===== src/rtl/fifo_pkg.sv =====
// Shared sizing helpers and parameter-legality checks for the parametrised FIFO.
package fifo_pkg;

    function automatic int addr_w(input int depth);
        return $clog2(depth);
    endfunction

    function automatic int cnt_w(input int depth);
        return $clog2(depth) + 1;
    endfunction

    function automatic bit is_pow2(input int v);
        return (v > 0) && ((v & (v - 1)) == 0);
    endfunction

    function automatic bit params_ok(input int data_w, input int depth,
                                     input int af_level, input int ae_level);
        return (data_w >= 1) && (depth >= 4) && is_pow2(depth)
            && (af_level >= 1) && (af_level <= depth - 1)
            && (ae_level >= 0) && (ae_level <= depth - 2)
            && (ae_level < af_level);
    endfunction

endpackage


===== src/rtl/fifo_ram.sv =====
// Simple dual-port RAM: synchronous write, registered read port that holds its last word.
module fifo_ram
    import fifo_pkg::*;
#(
    parameter int DATA_W = 8,
    parameter int DEPTH  = 16
) (
    input  logic                       clk,
    input  logic                       rst,
    input  logic                       wr_en,
    input  logic [$clog2(DEPTH)-1:0]   wr_addr,
    input  logic [DATA_W-1:0]          wr_data,
    input  logic                       rd_en,
    input  logic [$clog2(DEPTH)-1:0]   rd_addr,
    output logic [DATA_W-1:0]          rd_data
);

    logic [DATA_W-1:0] mem [DEPTH];
    logic [DATA_W-1:0] rd_data_d;
    logic [DATA_W-1:0] rd_data_q;

    always_ff @(posedge clk) begin
        if (wr_en) begin
            mem[wr_addr] <= wr_data;
        end
    end

    always_comb begin
        rd_data_d = rd_data_q;
        if (rd_en) begin
            rd_data_d = mem[rd_addr];
        end
    end

    // Storage is left uninitialised; only the output register is reset.
    always_ff @(posedge clk or negedge rst) begin
        if (!rst) begin
            rd_data_q <= '0;
        end else begin
            rd_data_q <= rd_data_d;
        end
    end

    assign rd_data = rd_data_q;

endmodule


===== src/rtl/fifo_param.sv =====
// Parametrised synchronous FIFO: pointers, occupancy count, registered flags and sticky errors
// around a dual-port RAM whose registered read port drives data_out.
module fifo_param
    import fifo_pkg::*;
#(
    parameter int DATA_W   = 8,
    parameter int DEPTH    = 16,
    parameter int AF_LEVEL = 14,
    parameter int AE_LEVEL = 2
) (
    input  logic                     clk,
    input  logic                     rst,
    input  logic                     write_en,
    input  logic [DATA_W-1:0]        data_in,
    input  logic                     read_en,
    output logic [DATA_W-1:0]        data_out,
    output logic                     data_valid,
    output logic                     full,
    output logic                     empty,
    output logic                     almost_full,
    output logic                     almost_empty,
    output logic [$clog2(DEPTH):0]   count,
    input  logic                     err_clr,
    output logic                     overflow,
    output logic                     underflow
);

    localparam int ADDR_W = addr_w(DEPTH);
    localparam int CNT_W  = cnt_w(DEPTH);
    localparam logic [CNT_W-1:0] FULL_LVL = CNT_W'(DEPTH);
    localparam logic [CNT_W-1:0] AF_LVL   = CNT_W'(AF_LEVEL);
    localparam logic [CNT_W-1:0] AE_LVL   = CNT_W'(AE_LEVEL);

    generate
        if (!params_ok(DATA_W, DEPTH, AF_LEVEL, AE_LEVEL)) begin : g_param_check
            $error("fifo_param: DEPTH must be a power of 2 >= 4 and AE_LEVEL < AF_LEVEL within range");
        end
    endgenerate

    logic              wr_acc;
    logic              rd_acc;
    logic [ADDR_W-1:0] wr_ptr_d, wr_ptr_q;
    logic [ADDR_W-1:0] rd_ptr_d, rd_ptr_q;
    logic [CNT_W-1:0]  count_d, count_q;
    logic              full_d, full_q;
    logic              empty_d, empty_q;
    logic              almost_full_d, almost_full_q;
    logic              almost_empty_d, almost_empty_q;
    logic              data_valid_d, data_valid_q;
    logic              overflow_d, overflow_q;
    logic              underflow_d, underflow_q;

    always_comb begin
        wr_acc   = write_en & ~full_q;
        rd_acc   = read_en & ~empty_q;
        wr_ptr_d = wr_ptr_q + ADDR_W'(wr_acc);
        rd_ptr_d = rd_ptr_q + ADDR_W'(rd_acc);
        count_d  = count_q + CNT_W'(wr_acc) - CNT_W'(rd_acc);

        // Flags come from the next count so they move on the same edge as count.
        full_d         = (count_d == FULL_LVL);
        empty_d        = (count_d == '0);
        almost_full_d  = (count_d >= AF_LVL);
        almost_empty_d = (count_d <= AE_LVL);
        data_valid_d   = rd_acc;

        // Setting an error wins over clearing it in the same cycle.
        overflow_d = overflow_q;
        if (err_clr) overflow_d = 1'b0;
        if (write_en & full_q) overflow_d = 1'b1;

        underflow_d = underflow_q;
        if (err_clr) underflow_d = 1'b0;
        if (read_en & empty_q) underflow_d = 1'b1;
    end

    always_ff @(posedge clk or negedge rst) begin
        if (!rst) begin
            wr_ptr_q       <= '0;
            rd_ptr_q       <= '0;
            count_q        <= '0;
            full_q         <= 1'b0;
            empty_q        <= 1'b1;
            almost_full_q  <= 1'b0;
            almost_empty_q <= 1'b1;
            data_valid_q   <= 1'b0;
            overflow_q     <= 1'b0;
            underflow_q    <= 1'b0;
        end else begin
            wr_ptr_q       <= wr_ptr_d;
            rd_ptr_q       <= rd_ptr_d;
            count_q        <= count_d;
            full_q         <= full_d;
            empty_q        <= empty_d;
            almost_full_q  <= almost_full_d;
            almost_empty_q <= almost_empty_d;
            data_valid_q   <= data_valid_d;
            overflow_q     <= overflow_d;
            underflow_q    <= underflow_d;
        end
    end

    fifo_ram #(
        .DATA_W (DATA_W),
        .DEPTH  (DEPTH)
    ) u_ram (
        .clk     (clk),
        .rst     (rst),
        .wr_en   (wr_acc),
        .wr_addr (wr_ptr_q),
        .wr_data (data_in),
        .rd_en   (rd_acc),
        .rd_addr (rd_ptr_q),
        .rd_data (data_out)
    );

    assign data_valid   = data_valid_q;
    assign full         = full_q;
    assign empty        = empty_q;
    assign almost_full  = almost_full_q;
    assign almost_empty = almost_empty_q;
    assign count        = count_q;
    assign overflow     = overflow_q;
    assign underflow    = underflow_q;

endmodule

===== config.mk =====
export PLATFORM = sky130hd
export DESIGN_NAME = fifo_param
export DESIGN_NICKNAME = d
export VERILOG_FILES = /design/src/rtl/fifo_pkg.sv /design/src/rtl/fifo_ram.sv /design/src/rtl/fifo_param.sv
export SDC_FILE = /design/constraint.sdc
export NUM_CORES = 1
export LEC_CHECK = 0
export ABC_AREA = 0
export BUFFER_PORTS_ARGS = -buffer_cell sky130_fd_sc_hd__buf_2
export CORE_MARGIN = 1.5
export CORE_UTILIZATION = 65
export CTS_CLUSTER_DIAMETER = 80
export DETAILED_ROUTE_END_ITERATION = 10
export GPL_TIMING_DRIVEN = 0
export HOLD_SLACK_MARGIN = 0.06
export PLACE_DENSITY = 0.94
export SLEW_MARGIN = 40
export SYNTH_ARGS = -nofsm -noshare
export SYNTH_HDL_FRONTEND = slang
export SYNTH_HIERARCHICAL = 1
export SYNTH_SLANG_ARGS = --single-unit

===== constraint.sdc =====
create_clock -name clk -period 3.6 [get_ports clk]
set_input_delay 0.36 -clock clk [delete_from_list [all_inputs] [get_ports clk]]
set_output_delay 0.36 -clock clk [all_outputs]
set_load 0.02 [all_outputs]

==> metrics.md <==
| Metric | Value |
|---|---|
| Outcome | finished clean |
| Vias in the first global route | 3479 |
| Most frequent CP cell | xor2_1 |
| Port Buffers | 32 |
| Share of layout cells above drive strength 1 | 32.11% |
| Max FO, Critical Path | 7 |
| Peak supply drop | 0.4181 mV |
| Reg2reg setup slack | 0.67 ns |
| Synth cell types | 45 |
| Grt ovf | 0 |
| Sink Count | 156 |
| CTS tree | yes |
| Routed vias | 3327 |
| FF-to-FF path depth | 7 |
| Crit share post-route | 81.52% |
| Nets | 388 |
| Htree depth | 4 |
| Finished Layout Cells | 509 |
| Critical path's top delay family | simple AND/OR/NAND/NOR gates |
| WL per Instance | 26.17 um |
| Req. time, crit path | 4.00 ns |
| Die Y | 101.0 um |
| Critical path class | flip-flop to flip-flop |
| Min cycle time layout | 2.935 ns |
| Max-slew violations | 0 |
| Critical Path, Cell by Cell | nor2b_1, xor2_1, ha_1, fa_1, xor2_1, or3_1, a2111oi_1 |
| Hold WC Path Type | input port to flip-flop |
| Post-route ant nets | 0 |
| Post-place setup slack | 0.7490 ns |
| Relative slew slack | 43.75% |
| Post-route setup TNS | 0 ns |
| Pin count of the biggest net entering global routing | 29 |
| Critical path endpoint | empty$_DFF_PN1_ |
| ANT cells | 0 |
| Critical-path top delay cell | nor2b_1 |
| IO Pins | 33 |
| Setup violators final | 0 |
| Detailed Route WL | 13320 um |
| Power Density | 912.9 mW/mm^2 |
| Initial antenna violation count | 0 |
| Fmax | 340.7 MHz |
| DRT iter0 DRCs | 314 |
| Yosys warnings | 6 |
| Row count | 35 |
| Layout area overhead | 16.37% |
| CP peak stage delay | 0.59 ns |
| TritonCTS Buffers | 17 |
| Most frequent cells in the layout | edfxtp_1 (128), buf_2 (34), dfrtp_1 (26), mux4_2 (26), nor2_1 (20) |
| Sequential share of the synthesized area | 72.88% |
| Critical path depth | 7 |
| Via-per-instance ratio | 6.536 |
| First-pass GRT wire length | 20000 um |
| Net count after synthesis | 333 |
| CTS root buf | clkbuf_8 |
| Seq cells post-synth | 156 |
| Critical Path Start Type | flip-flop |
| Residual DRC | 0 |
| Commonest non-fill, non-tap cell in the layout | edfxtp_1 |
| Worst Setup Slack, final | 0.6652 ns |
| Bufs and invs on worst path | 0 |
| Worst R2R End | empty$_DFF_PN1_ |
| Max-cap violations | 0 |
| CP Launch Point | full$_DFF_PN0_ |
| # Post-CTS Setup Buffers | 0 |
| Worst EP arrival | 3.33 ns |
| Total track usage | 29.04% |
| Worst skew pair latency | 0.53 ns |
| Fin. Hold Viols | 0 |
| Post-synth ARST share | 17.95% |
| Clock Tree Buf Depth | 2 |
| Mapped cell area | 0.006238 mm^2 |
| GPL Wtd Cong | 0.7994 |
| Detailed Routing Iterations Pass 1 | 5 |
| Clk_skew | 0.01126 ns |
| Die width | 101.0 um |
| Post-Synthesis Cells | 312 |
| Synth Flop Type | edfxtp_1 |
| CORE AREA | 0.009284 mm^2 |
| Least-Margin Pin Slew | 0.8406 ns |
| RSZ-0062 raised after global routing | no |
| EDFF count, synth | 128 |
| Clk slew on worst S/H paths | 0.07 ns |
| Initial core utilization | 67.20% |
| Cells after DPL | 473 |
| CP Capture Type | flip-flop |
| FF-to-FF Start | full$_DFF_PN0_ |
| Lkg Pwr | 2.562 nW |
| Post-DP HPWL | 8098 um |
| Die area | 0.01019 mm^2 |
| Syn avg cell area | 20.00 um^2 |
[cell usage after synthesis (3+ instances only)]
master     count  area [um^2]
xor2_1         5        43.79
nand2b_1       4        25.02
mux4_1         6        157.7
nor2_1        21        78.83
buf_1          4        15.01
ha_1           7        87.58
a2111oi_1      3        30.03
and2_1         3        18.77
o22ai_1        7        43.79
dfrtp_1       26        650.6
nand2_1        3        11.26
nor3_1         4        20.02
mux4_2        26        585.6
xnor2_1        3        26.28
nand3_1        3        15.01
a221oi_2       8        120.1
mux2i_1        8        80.08
inv_1          5        18.77
edfxtp_1     128         3844
buf_6          5        56.30
[logic make-up after synthesis]
kind of cell    synth area share, %
compound gates                4.232
xor+xnor                      1.123
fa+ha+maj                     1.725
buf+inv                       2.427
flops                         72.88
mux                           13.20
simple gates                  4.413
[cell type report]
cell class / instances / area, um^2
Buffer: 15 / 132.6
Clock buffer: 19 / 441.7
Clock inverter: 13 / 188.9
Fill cell: 475 / 2024
Inverter: 5 / 18.77
Multi-Input combinational cell: 136 / 1569
Sequential cell: 156 / 4547
Tap cell: 129 / 161.4
Timing Repair Buffer: 36 / 200.2
[what timing repair did]
action / CTS / global route
hold buffers: 4 / 0
resized for setup: 0 / 0
hold endpoints to repair: 28 / 0
[how the worst min path moves through the flow]
stage | from | endpoint | slack [ns] | cells past startpoint
2_1_floorplan | rst | almost_full$_DFF_PN0_ | 0.06 | 0
3_3_place_gp | rst | count[3]$_DFF_PN0_ | 0.40 | 1
3_5_place_dp | rst | count[3]$_DFF_PN0_ | 0.42 | 1
4_1_cts | data_in[5] | u_ram/mem[2][5]$_DFFE_PP_ | 0.20 | 1
5_1_grt | data_in[5] | u_ram/mem[2][5]$_DFFE_PP_ | 0.21 | 1
6_report | data_in[5] | u_ram/mem[7][5]$_DFFE_PP_ | 0.22 | 1
[where the power goes]
| part | leakage, nW | internal (mW) | switching [mW] |
|---|---|---|---|
| registers | 1.48 | 2.29 | 0.199 |
| clock network | 0.305 | 1.17 | 0.714 |
| logic | 0.776 | 0.970 | 1.28 |
| total | 2.56 | 4.43 | 2.20 |
[registers in the layout, indices dropped and copies added (netlist names)]
signal / cells
almost_full: 1
full: 1
u_ram/mem: 128
data_valid: 1
underflow: 1
empty: 1
almost_empty: 1
rd_ptr_q: 4
overflow: 1
u_ram/rd_data: 8
wr_ptr_q: 4
count: 5
[routing by layer]
layer  global-route usage, %  vias to the layer above  routed length, um
met4                   12.39                        0                397
met3                   6.588                       32               1152
met5                       0                        -                  0
met1                   36.45                     1710               4833
li1                        -                     1384                  -
met2                   49.32                      201               6939
[stage by stage]
stage	util, %	hold slack, ns	cell area, um^2	total power, mW
after floorplan	-	0.06441	6238	4.047
after global routing	78.19	0.2145	7259	6.886
after detailed placement	70.88	0.4171	6580	4.668
after global placement	70.66	0.3992	6560	4.510
final	78.19	0.2182	7259	6.627
after CTS	78.10	0.1972	7251	6.618
No activity file was read; power rests on OpenSTA's default activity.
